## src/rtl/pwm_envelope_gen_if.sv

```systemverilog
// Control and output bundle of the PWM envelope generator. Parameter N_CH must
// match the N_CH of the attached pwm_envelope_gen instance.
interface pwm_envelope_gen_if #(
    parameter int N_CH = 4
);
    logic [N_CH-1:0]   enable;
    logic [2*N_CH-1:0] mode;
    logic [N_CH-1:0]   pulse;
    logic              frame_tick;
    logic              env_tick;

    modport master (
        output enable, mode,
        input  pulse, frame_tick, env_tick
    );

    modport slave (
        input  enable, mode,
        output pulse, frame_tick, env_tick
    );
endinterface

```

## src/rtl/pwm_envelope_gen.sv

```systemverilog
// Multi-channel PWM generator whose duty follows a square/ramp/triangle envelope.
// Define PWM_ENV_PHASE_EN to stagger the channel envelopes evenly in phase.
module pwm_envelope_gen #(
    parameter int CNT_W = 6,
    parameter int IDX_W = 6,
    parameter int N_CH  = 4
) (
    input logic               sysclk,
    input logic               rst_n,
    pwm_envelope_gen_if.slave bus
);
    typedef enum logic [1:0] {
        MODE_SQUARE = 2'b00,
        MODE_RAMP   = 2'b01,
        MODE_TRI    = 2'b10,
        MODE_OFF    = 2'b11
    } mode_e;

    localparam int EXT_W = (IDX_W > CNT_W) ? IDX_W : CNT_W;

    logic [CNT_W-1:0] r_cnt;
    logic [IDX_W-1:0] r_idx;
    logic [N_CH-1:0]  r_pulse;
    logic             r_frame_tick;
    logic             r_env_tick;
    mode_e            r_mode_q [N_CH];
    logic [CNT_W:0]   r_duty_q [N_CH];

    logic             w_wrap;
    logic [IDX_W-1:0] w_idx_next;
    logic [IDX_W-1:0] w_ch_idx [N_CH];
    logic [CNT_W:0]   w_duty   [N_CH];

    // Bring a v_w-bit index onto the CNT_W-bit duty scale: zero-fill on the
    // right when narrower, keep only the top CNT_W bits when wider.
    function automatic logic [CNT_W-1:0] scale(input logic [IDX_W-1:0] v, input int v_w);
        logic [EXT_W-1:0] ext;
        ext = EXT_W'(v);
        if (v_w >= CNT_W) ext = ext >> (v_w - CNT_W);
        else              ext = ext << (CNT_W - v_w);
        return ext[CNT_W-1:0];
    endfunction

    function automatic logic [CNT_W:0] duty_of(input mode_e m, input logic [IDX_W-1:0] ix);
        logic [IDX_W-1:0] t;
        t = ix[IDX_W-1] ? {1'b0, ~ix[IDX_W-2:0]} : {1'b0, ix[IDX_W-2:0]};
        case (m)
            MODE_SQUARE: duty_of = ix[IDX_W-1] ? '0 : {1'b1, {CNT_W{1'b0}}};
            MODE_RAMP:   duty_of = {1'b0, scale(ix, IDX_W)};
            MODE_TRI:    duty_of = {1'b0, scale(t, IDX_W - 1)};
            default:     duty_of = '0;
        endcase
    endfunction

    assign w_wrap     = &r_cnt;
    assign w_idx_next = r_idx + IDX_W'(1);

    // Duties are derived from the index the coming period will run at.
    for (genvar g = 0; g < N_CH; g++) begin : g_ch
`ifdef PWM_ENV_PHASE_EN
        assign w_ch_idx[g] = w_idx_next + IDX_W'((g * (1 << IDX_W)) / N_CH);
`else
        assign w_ch_idx[g] = w_idx_next;
`endif
        assign w_duty[g] = duty_of(mode_e'(bus.mode[2*g +: 2]), w_ch_idx[g]);
    end

    always_ff @(posedge sysclk or negedge rst_n) begin
        if (!rst_n) begin
            r_cnt        <= '0;
            r_idx        <= '0;
            r_pulse      <= '0;
            r_frame_tick <= 1'b0;
            r_env_tick   <= 1'b0;
            // NOTE: these per-channel arrays are ordinary flops, not RAM, so
            // they are cleared here; that is what silences the first period.
            for (int c = 0; c < N_CH; c++) begin
                r_mode_q[c] <= MODE_SQUARE;
                r_duty_q[c] <= '0;
            end
        end else begin
            // NOTE: non-blocking throughout so every register samples the
            // pre-edge r_cnt/r_idx regardless of statement order.
            r_cnt        <= r_cnt + CNT_W'(1);
            r_frame_tick <= w_wrap;
            r_env_tick   <= w_wrap & (&r_idx);
            if (w_wrap) begin
                r_idx <= w_idx_next;
                for (int c = 0; c < N_CH; c++) begin
                    r_mode_q[c] <= mode_e'(bus.mode[2*c +: 2]);
                    r_duty_q[c] <= w_duty[c];
                end
            end
            for (int c = 0; c < N_CH; c++) begin
                r_pulse[c] <= bus.enable[c] && (r_mode_q[c] != MODE_OFF) &&
                              ({1'b0, r_cnt} < r_duty_q[c]);
            end
        end
    end

    assign bus.pulse      = r_pulse;
    assign bus.frame_tick = r_frame_tick;
    assign bus.env_tick   = r_env_tick;
endmodule

```

## src/flat_wrapper.sv

```systemverilog
// flat-port wrapper written by rule: the top's interface ports become plain ports
module pwm_envelope_gen_flat 
#(
    parameter int CNT_W = 6,
    parameter int IDX_W = 6,
    parameter int N_CH  = 4
)
  (sysclk, rst_n, bus_enable, bus_mode, bus_pulse, bus_frame_tick, bus_env_tick);
  pwm_envelope_gen_if #(.N_CH(N_CH)) bus_i ();
  input logic sysclk;
  input logic rst_n;
  input wire logic [$bits(bus_i.enable)-1:0] bus_enable;
  input wire logic [$bits(bus_i.mode)-1:0] bus_mode;
  output wire logic [$bits(bus_i.pulse)-1:0] bus_pulse;
  output wire logic [$bits(bus_i.frame_tick)-1:0] bus_frame_tick;
  output wire logic [$bits(bus_i.env_tick)-1:0] bus_env_tick;
  assign bus_i.enable = bus_enable;
  assign bus_i.mode = bus_mode;
  assign bus_pulse = bus_i.pulse;
  assign bus_frame_tick = bus_i.frame_tick;
  assign bus_env_tick = bus_i.env_tick;
  pwm_envelope_gen #(.CNT_W(CNT_W), .IDX_W(IDX_W), .N_CH(N_CH)) u_core (.sysclk(sysclk), .rst_n(rst_n), .bus(bus_i));
endmodule
```

## config.mk

```make
export PLATFORM = sky130hd
export DESIGN_NAME = pwm_envelope_gen_flat
export DESIGN_NICKNAME = d
export VERILOG_FILES = /design/src/rtl/pwm_envelope_gen_if.sv /design/src/rtl/pwm_envelope_gen.sv /design/src/flat_wrapper.sv
export SDC_FILE = /design/constraint.sdc
export NUM_CORES = 1
export LEC_CHECK = 0
export ABC_AREA = 1
export CAP_MARGIN = 20
export CORE_AREA = 5 5 107 69
export CTS_BUF_LIST = sky130_fd_sc_hd__clkbuf_8
export DETAILED_ROUTE_END_ITERATION = 6
export DIE_AREA = 0 0 112 74
export GPL_TIMING_DRIVEN = 0
export PLACE_DENSITY = 0.71
export REMOVE_ABC_BUFFERS = 1
export SETUP_SLACK_MARGIN = 0.2
export SLEW_MARGIN = 20
export SYNTH_ARGS = -nofsm -noshare
export SYNTH_HDL_FRONTEND = slang
export SYNTH_SLANG_ARGS = --single-unit
```

## constraint.sdc

```tcl
create_clock -name sysclk -period 3.9 [get_ports sysclk]
set_input_delay 0.585 -clock sysclk [delete_from_list [all_inputs] [get_ports sysclk]]
set_output_delay 0.585 -clock sysclk [all_outputs]
set_load 0.1 [all_outputs]
```

==> run metrics <==
die width=112 µm; RD Place Congestion=0.9057; Int Pwr=707.9 µW; met1 GRT Util=27.69%; Via density=5.363; CTS Sinks=54; num rows=23; library cells used by synthesis=27; total wire length=7.296 mm; HPWL after DPL=5.213 mm; Final Hold Vio Count=0; Critical R2R Capture=u_core.r_duty_q[25]; Synth area leaders=dfrtp_1 44%, ha_1 9.0%, inv_1 8.4%, nand3_1 6.6%, a21oi_1 5.9%; post-synthesis compound-gate area fraction=13.45%; Syn Area/Cell=8.160 µm²; Fin Clk Skew=0.01299 ns; RSZ-0062 raised after global routing=no; post-synth top area cell=dfrtp_1; area post-placement=0.003338 mm²; count of pins over their slew limit=0; Num CTS Buffers=5; WL/cell=15.20 µm; # IOs=20; H-tree Lvls=2; area share of the largest cell type after synthesis=44.28%; nature of the critical path endpoint=flop; Comb power frac=6.6%; DR iter-0 viols=238; Post-Synthesis Cells=374; met3 usage=5.528%; Overflow after GRT=0; fin crit share=71.42%; R2R Setup Slk=1.11 ns; vias in the first global route=2,533; IR drop worst, VDD=0.1592 mV; P_leak=1.757 nW; sequential share of power=59.3%; Hold Path Class=primary input to async pin; TritonCTS clock tree=built; count of hold-fix buffers inserted at cts=0; CORE AREA=0.006360 mm²; Final Setup Violations=0; GR Util met2=28.35%; PD cells=278.1 mW/mm²; crit path max fanout=31; die area=0.008288 mm²; R2R cell count=8; Clock Latency Late Sink=0.32 ns; layout cell share with drive strength beyond 1=5.852%; post-cts resize count=0; first-pass GRT wire length=12.62 mm; worst setup margin=1.115 ns; Post-CTS Setup Bufs=0; Least-Margin Pin Slew=0.9970 ns; slew margin rel.=33.46%; I/O Buffers=19; die height=74 µm; XOR/XNOR Fraction of Synth Area=1.435%; GR Util All Layers=19.23%; root buf cell=clkbuf_8; Initial Util=47.98%; Syn-to-layout area delta=12.22%; Placement Setup Slack=1.128 ns; Crit Path Class=flop to flop; FF-to-FF Start=u_core.r_cnt[1]; Yosys reg bits=54; Post-Synth Adder-Cell Area=9.020%; final core occ=53.85%; largest family of logic cells by synthesized area=simple AND/OR/NAND/NOR gates; # DRC=0; Clk pin slew, worst setup/hold paths=0.10 ns; Simple-Gate Fraction of Synth Area=21.85%; Diodes inserted=0; sw power=244.6 µW; Nets=428; crit start category=flop; proportion of synthesized area in mux cells=0%; outcome=complete, no violations; YS warnings=0; switching share of power=25.68%; post-layout instance area=0.003425 mm²; Filler Cell Count=614; Vias=2,574; Setup crit start=u_core.r_cnt[1]; sequential-to-total area share from yosys stat=44.28%; Synth Cell Area=0.003052 mm²; Arrival @ worst endpoint=3.03 ns; Period minus WS final=2.785 ns; required time worst endpoint=4.14 ns; gr busiest metal=met2; Peak Freq=359.0 MHz; max-cap violations=0; antenna violations before repair=0; DRT Pass-1 Iters=4; maximum clock path buffer count=2; hold slack=0.2765 ns; clock power share=34.1%; CP endpoint=u_core.r_duty_q[25]; antenna viol nets, final=0; largest net degree at the start of global routing=55
## how the worst min path moves through the flow
stage	cells past startpoint	slack, ns	endpoint	startpoint
global route	1	0.36	u_core.bus.frame_tick	rst_n
finish	1	0.28	u_core.bus.frame_tick	rst_n
CTS	1	0.33	u_core.bus.frame_tick	rst_n
detailed placement	2	0.48	u_core.r_duty_q[7]	u_core.r_duty_q[7]
floorplan	0	0.29	u_core.bus.env_tick	rst_n
global placement	2	0.47	u_core.r_duty_q[14]	u_core.r_duty_q[14]
## flip-flops by register name (all words and copies together) (netlist names)
register               flops
u_core.r_duty_q           28
u_core.r_cnt               6
u_core.bus.env_tick        1
u_core.r_mode_q            8
u_core.r_idx               6
u_core.bus.frame_tick      1
u_core.bus.pulse           4
## cell usage in the layout (no fill, tap or decap), types with 3 or more instances in the layout
cell / count
xor2_1: 4
nand3_2: 5
nor3_1: 6
nor2_1: 30
a21oi_1: 36
dfrtp_1: 54
nand2_1: 44
o21ai_1: 3
clkdlybuf4s50_1: 18
nand3_1: 40
nand3b_1: 5
o21ai_0: 29
clkbuf_8: 5
nand4_1: 6
inv_1: 69
ha_1: 22
## critical path, cell delays in order (launching register included)
cell and delay, ns:
dfrtp_1 0.49, ha_1 0.23, nand3_1 0.15, nor2_4 0.47, buf_16 0.23, inv_1 0.43
nor2_1 0.44, a22oi_1 0.11, o21ai_1 0.13
## stage by stage
| step | setup TNS, ns | cells | power, mW |
|---|---|---|---|
| detailed placement | 0 | 472 | 0.6401 |
| finish | 0 | 480 | 0.9525 |
| CTS | 0 | 480 | 0.9586 |
| global route | 0 | 480 | 0.9877 |
| floorplan | 0 | 365 | 0.6044 |
| global placement | -24.85 | 471 | 0.6394 |
## cell type report
class	instances	area, µm²	area share, %
clock inverters	3	17.52	0.5115
well taps	87	108.9	3.179
multi-input cells	242	1404	40.99
clock buffers	5	68.82	2.010
repair buffers	20	215.2	6.284
inverters	69	259.0	7.563
flip-flops and latches	54	1351	39.46
## cell usage after synthesis
master    count
o21ai_1       3
nand3_1      40
buf_4         1
nand2_2       1
dfrtp_1      54
nand3_4       1
nand4_1       6
nand3_2       5
o21bai_2      1
clkbuf_1      2
buf_2         6
nand3b_1      5
o21ai_0      29
nor2_2        1
nor3_1        6
o21bai_1      1
inv_2         1
o21bai_4      1
a21oi_2       2
xor2_1        4
nor2_1       31
nand2_1      44
inv_1        68
xnor2_1       1
a21oi_1      36
a22oi_1       2
ha_1         22
## cell families after synthesis
| group | after synthesis |
|---|---|
| fa+ha+maj | 22 |
| xor+xnor | 5 |
| flops | 54 |
| buf+inv | 78 |
| simple gates | 140 |
| compound gates | 75 |
## power groups by stage
stage | Sequential [mW] | Combinational, mW | Clock [mW]
5_1_grt | 0.566 | 0.0702 | 0.352
2_1_floorplan | 0.592 | 0.0129 | 0
3_5_place_dp | 0.576 | 0.0642 | 0
3_3_place_gp | 0.576 | 0.0636 | 0
6_report | 0.565 | 0.0632 | 0.324
4_1_cts | 0.565 | 0.0646 | 0.329
## layer usage
metal	routed length (µm)	share of wire, %
met5	0	0
met3	643	8.8
met2	3086	42
met4	88	1.2
met1	3478	48
Note: power is estimated with default switching activity, not from simulation.
